[config.mk]
export PLATFORM = sky130hd
export DESIGN_NAME = response_encoder
export DESIGN_NICKNAME = d
export VERILOG_FILES = /design/src/rtl/response_encoder.sv
export SDC_FILE = /design/constraint.sdc
export NUM_CORES = 1
export LEC_CHECK = 0
export ABC_AREA = 1
export CAP_MARGIN = 30
export CELL_PAD_IN_SITES_DETAIL_PLACEMENT = 1
export CELL_PAD_IN_SITES_GLOBAL_PLACEMENT = 1
export CORE_MARGIN = 2
export CORE_UTILIZATION = 30
export DETAILED_ROUTE_END_ITERATION = 16
export PLACE_DENSITY = 0.74
export SETUP_SLACK_MARGIN = 0.3
export SLEW_MARGIN = 20
export SYNTH_ARGS = -nofsm -noshare
export SYNTH_HDL_FRONTEND = slang
export SYNTH_SLANG_ARGS = --single-unit
[constraint.sdc]
create_clock -name clock -period 1.5 [get_ports clock]
set_input_delay 0.225 -clock clock [delete_from_list [all_inputs] [get_ports clock]]
set_output_delay 0.225 -clock clock [all_outputs]
set_load 0.02 [all_outputs]
[src/rtl/response_encoder.sv]
// Transmit-side frame serializer: takes one opcode+payload response and feeds it
// byte by byte (opcode, then payload MSB first) to the UART TX using strobe/busy.
module response_encoder #(
    parameter int PAYLOAD_BYTES = 4
) (
    input  logic        clock,
    input  logic        reset,
    input  logic        rsp_valid,
    output logic        rsp_ready,
    input  logic [7:0]  opcode,
    input  logic [31:0] payload,
    input  logic        tx_busy,
    output logic [7:0]  byte_out,
    output logic        byte_out_valid,
    output logic        frame_done,
    output logic        busy,
    output logic [2:0]  state_dbg
);

    // Handshakes: a frame moves on rsp_valid && rsp_ready; a byte is offered by a
    // one-cycle byte_out_valid, acked by tx_busy rising and completed by it falling.
    typedef enum logic [2:0] {
        IDLE      = 3'd0,
        SEND      = 3'd1,
        WAIT_ACK  = 3'd2,
        WAIT_DONE = 3'd3,
        DONE      = 3'd4
    } state_t;

    localparam logic [2:0] LAST_IDX = 3'(PAYLOAD_BYTES);
    localparam int         PAD_BITS = 8 * (4 - PAYLOAD_BYTES);

    state_t      state;
    state_t      state_next;
    logic [39:0] sr;
    logic [2:0]  idx;
    logic        accept;
    logic        advance;

    assign rsp_ready = (state == IDLE) && !reset;
    assign accept    = rsp_valid && rsp_ready;
    assign advance   = (state == WAIT_DONE) && !tx_busy && (idx != LAST_IDX);
    assign busy      = (state != IDLE);
    assign state_dbg = state;

    // byte_out is preloaded with the next byte on entry to SEND so that the
    // registered value is already correct in the strobe cycle.
    always_ff @(posedge clock) begin
        if (reset) begin
            state    <= IDLE;
            sr       <= 40'h0;
            idx      <= 3'd0;
            byte_out <= 8'h00;
        end else begin
            state <= state_next;
            if (accept) begin
                sr       <= {opcode, payload << PAD_BITS};
                idx      <= 3'd0;
                byte_out <= opcode;
            end else if (advance) begin
                sr       <= sr << 8;
                idx      <= idx + 3'd1;
                byte_out <= sr[31:24];
            end
        end
    end

    always_comb begin
        state_next     = state;
        byte_out_valid = 1'b0;
        frame_done     = 1'b0;
        case (state)
            IDLE: begin
                if (accept) state_next = SEND;
            end
            SEND: begin
                if (!tx_busy) begin
                    byte_out_valid = 1'b1;
                    state_next     = WAIT_ACK;
                end
            end
            WAIT_ACK: begin
                if (tx_busy) state_next = WAIT_DONE;
            end
            WAIT_DONE: begin
                if (!tx_busy) state_next = (idx == LAST_IDX) ? DONE : SEND;
            end
            DONE: begin
                frame_done = 1'b1;
                state_next = IDLE;
            end
            default: state_next = IDLE;
        endcase
    end

endmodule

==> results <==
- The flow ran to the end, and the final reports show no timing, DRC or antenna violations.
- In this run the most used layer during global routing was met2.
- The aggregate global routing overflow is 0.
- The clock sink total is 46.
- The hold buffer count at cts is 0.
- The critical path is of the reg2reg type.
- The share of final-layout standard cells stronger than drive strength 1 is 25.2%.
- The worst register-to-register path has a setup slack of 0.07 ns.
- The full die area is 8670 um2.
- The internal portion of the total power is 2.54 mW.
- Power spread over the standard cell area amounts to 1080 nW/um2.
- Counting instances in the post-synthesis netlist gives the leading cell types as 101 x sky130_fd_sc_hd__nor2_1, 92 x sky130_fd_sc_hd__nand2_1, 46 x sky130_fd_sc_hd__dfxtp_1.
- Of the post-synthesis cell area, the dominant cell type holds 38.6%.
- The startpoint of the most critical register-to-register path is state_dbg[0]$_SDFFE_PP0P_.
- At the placement stage, the worst setup path has a slack of -0.231 ns.
- The post-route clock skew is 0.0115 ns.
- Counting flops with a built-in enable in the synthesized netlist gives 0.
- The count of pins over their slew limit is 0.
- The setup-violating endpoint count in the final report is 0.
- The worst register-to-register path ends at sr[12]$_SDFFE_PP0P_.
- The synthesized design contains 46 register bits.
- The first TritonRoute pass finished after 4 iterations.
- Once the floorplan was initialized, standard cells occupied 30.8% of the core.
- Per report_power, the sequential group accounts for 36.6% of the total.
- After synthesis, flip-flops and latches occupy 38.6% of the total area.
- The count of placed standard cells in the final layout, fillers left out is 563.
- The synthesis-to-layout area growth is 56.2%.
- Setup repair after global routing could not meet its margin everywhere.
- At the pin with the least slew margin, the transition time is 0.348 ns.
- The unique cell type count in the Yosys netlist is 23.
- Clock-pin slew was measured on the worst setup and hold paths at 0.10 ns.
- Yosys attributes the largest share of cell area to sky130_fd_sc_hd__dfxtp_1 39%, sky130_fd_sc_hd__nor2_1 16%, sky130_fd_sc_hd__nand2_1 14%, sky130_fd_sc_hd__nand4_1 8.4%, sky130_fd_sc_hd__inv_1 6.0%.
- The final core utilization is 48.2%.
- The congestion estimate from routability-driven global placement came to 0.784.
- The analysis attributes to net switching a power of 1.48 mW.
- The number of cells traversed by the worst register-to-register path is 9.
- The number of placed I/O pins is 59.
- Net switching is 36.8% of the power.
- The number of nets produced by synthesis is 418.
- The capture point of the critical path is sr[12]$_SDFFE_PP0P_.
- The cell count after placement is 531.
- The most frequently used flop master after synthesis is sky130_fd_sc_hd__dfxtp_1.
- The met1 usage in global routing is 23.9%.
- For this design the static power due to leakage is 1.66 nW.
- The detailed router's first-iteration violation count is 90.
- In the final routed layout, each cell accounts on average for 15.0 um.
- The antenna diode instance count is 0.
- The tightest slew margin relative to the limit is 76.7%.
- The average cell area after synthesis is 6.41 um2.
- The maximum number of pins on one net before global-route repair is 25.
- The cell at the root of the clock tree is sky130_fd_sc_hd__clkbuf_8.
- In this run the vertical extent of the chip is 93.1 um.
- The first global-routing pass estimated 13500 um of wire.
- Global routing used 3.22% of the available met3 tracks.
- The later pin in the worst-skew pair is clocked with a latency of 0.30 ns.
- In this run the worst path has a maximum fanout of 16.
- The cell type contributing the most total cell area after synthesis is sky130_fd_sc_hd__dfxtp_1.
- Across the whole layout, storage elements account for 935 um2.
- The peak supply drop is 0.342 mV.
- The H-tree was split into 2 levels.
- From left edge to right edge, the die measures 93.1 um.
- For this run, global-route usage on met2 was measured as 36.7%.
- Counting along the longest clock path gives a buffer depth of 2.
- In the finished design, the share of the clock period the worst path needs comes to 95.5%.
- The kind of end point of the critical path is a flop.
- Row generation in the floorplan step produced 32 rows.
- The routed wire length is 8450 um.
- Fill cells in the final layout number 974.
- The number of clock buffers added by TritonCTS is 5.
- The setup slack of the critical path after layout is 0.0673 ns.
- The number of antenna violations at the first check in global routing is 0.
- Across the run, the number of max-cap violations was 0.
- The tightest min-delay check is of the in2reg type.
- The most critical setup path has its startpoint at state_dbg[0]$_SDFFE_PP0P_.
- The critical path arrival is 1.62 ns.
- For this run, design rule violations remaining after detail routing come to 0.
- The achievable frequency is 698 MHz.
- The synthesized instance count is 372.
- The worst setup path is launched from a flop.
- The half-perimeter wire length after detailed placement is 4800 um.
- The final layout contains 506 nets.
- The final antenna-violating net count is 0.
- After synthesis the cells add up to 2380 um2.
- The number of vias after detailed routing is 2700.
- Yosys instantiated no cell more often than sky130_fd_sc_hd__nor2_1.
- The total routing usage reported by global routing is 19.7%.
- Counting flops with an async set or reset pin after synthesis yields a share of 0%.
- For the worst setup path, the data required time is 1.69 ns.
- The worst path in the final design needs a cycle of 1.43 ns, including I/O delays and setup.
- The CTS tree is done.
- The multi-input gate area in the final layout is 1320 um2.
- The hold violation total from the final report is 0.
- The via count of the first global-routing pass is 2811.
- The clock share of power is 19.6%.
- Hold timing on the final database bottoms out at a slack of 0.474 ns.
- For this run, the number of Yosys warnings is 0.
- In this run the standard cell core region covers 7730 um2.
- Port buffering added 58 buffers.
- The ratio of routed vias to standard cells is 4.80.
- The combinational share of power is 43.8%.
power groups by stage:
stage | sequential (mW) | combinational (mW) | clock, mW
after floorplan | 1.54 | 0.740 | 0
after global placement | 1.50 | 1.26 | 0
after detailed placement | 1.51 | 1.30 | 0
after CTS | 1.47 | 1.52 | 0.802
after global routing | 1.49 | 1.93 | 0.860
final | 1.47 | 1.76 | 0.788
registers in the layout, summed over array words and instances (netlist names):
register,count
byte_out,8
idx,3
sr,32
state_dbg,3
per-stage QoR:
step / power, mW / setup TNS, ns / cell area, um2
after floorplan: 2.28 / 0 / 2410
after global placement: 2.76 / -4.94 / 3180
after detailed placement: 2.80 / -8.72 / 3180
after CTS: 3.79 / 0 / 3550
after global routing: 4.27 / -0.187 / 3720
final: 4.02 / 0 / 3720
cells by family (layout without fill, tap and decap cells):
logic type               after synthesis  count (layout)  synth area share [%]
AO/OA/AOI/OAI                         12              12                  2.62
XOR/XNOR                               1               1                 0.368
adder cells (fa/ha/maj)                2               2                  1.05
buffers and inverters                 64             153                  11.8
flip-flops                            46              46                  38.6
AND/OR/NAND/NOR                      247             247                  45.5
per-layer routing:
metal	share of wire (%)	vias to the layer above
li1	-	1338
met1	43	1306
met4	0.75	0
met3	3.4	6
met5	0	-
met2	52	50
worst min-delay path by stage:
stage | slack, ns | cells past startpoint | from | endpoint
after floorplan | 0.37 | 2 | payload[0] | sr[0]$_SDFFE_PP0P_
after global placement | 0.47 | 2 | idx[1]$_SDFFE_PP0P_ | idx[1]$_SDFFE_PP0P_
after detailed placement | 0.48 | 2 | sr[1]$_SDFFE_PP0P_ | sr[1]$_SDFFE_PP0P_
after CTS | 0.47 | 3 | payload[2] | sr[2]$_SDFFE_PP0P_
after global routing | 0.48 | 3 | payload[2] | sr[2]$_SDFFE_PP0P_
final | 0.47 | 3 | payload[2] | sr[2]$_SDFFE_PP0P_
worst max-delay path, stage by stage (launching register included):
cell and delay, ns:
sky130_fd_sc_hd__dfxtp_4 0.38, sky130_fd_sc_hd__buf_4 0.12, sky130_fd_sc_hd__nand2_4 0.05, sky130_fd_sc_hd__nor2_4 0.18
sky130_fd_sc_hd__nand3_4 0.12, sky130_fd_sc_hd__nand2_4 0.12, sky130_fd_sc_hd__buf_12 0.15, sky130_fd_sc_hd__nor2_1 0.05
sky130_fd_sc_hd__nor2_1 0.10, sky130_fd_sc_hd__nor2_1 0.05
cell usage in the layout, fill, tap and decap left out, types with 3 or more instances in the layout:
cell type                         count
sky130_fd_sc_hd__a21oi_1              8
sky130_fd_sc_hd__a21oi_2              3
sky130_fd_sc_hd__buf_12               4
sky130_fd_sc_hd__buf_16               3
sky130_fd_sc_hd__buf_2                3
sky130_fd_sc_hd__buf_4               24
sky130_fd_sc_hd__buf_6               13
sky130_fd_sc_hd__buf_8                4
sky130_fd_sc_hd__clkbuf_2             5
sky130_fd_sc_hd__clkbuf_8             5
sky130_fd_sc_hd__clkdlybuf4s15_1      3
sky130_fd_sc_hd__clkdlybuf4s50_1     42
sky130_fd_sc_hd__dfxtp_1             41
sky130_fd_sc_hd__dfxtp_4              3
sky130_fd_sc_hd__inv_1               34
sky130_fd_sc_hd__inv_2                3
sky130_fd_sc_hd__inv_4                3
sky130_fd_sc_hd__nand2_1             70
sky130_fd_sc_hd__nand2_2             17
sky130_fd_sc_hd__nand2_4              6
sky130_fd_sc_hd__nand3_1             10
sky130_fd_sc_hd__nand3_2              3
sky130_fd_sc_hd__nand4_1             32
sky130_fd_sc_hd__nor2_1              99
sky130_fd_sc_hd__nor2_4               3
cell type report:
| cell class | instances | area share (%) |
|---|---|---|
| clock inverters | 3 | 0.571 |
| flip-flops and latches | 46 | 25.1 |
| repair buffers | 103 | 28.8 |
| inverters | 42 | 4.67 |
| well taps | 102 | 3.43 |
| clock buffers | 5 | 1.85 |
| multi-input cells | 262 | 35.6 |
timing repair:
| action | in CTS | in global routing |
|---|---|---|
| pin swaps | 10 | 27 |
| endpoints found under the setup margin | 60 | 59 |
| resized for setup | 83 | 54 |
| setup buffers | 8 | 8 |
| cloned | 7 | 1 |
Note: power is estimated with default switching activity, not from simulation.
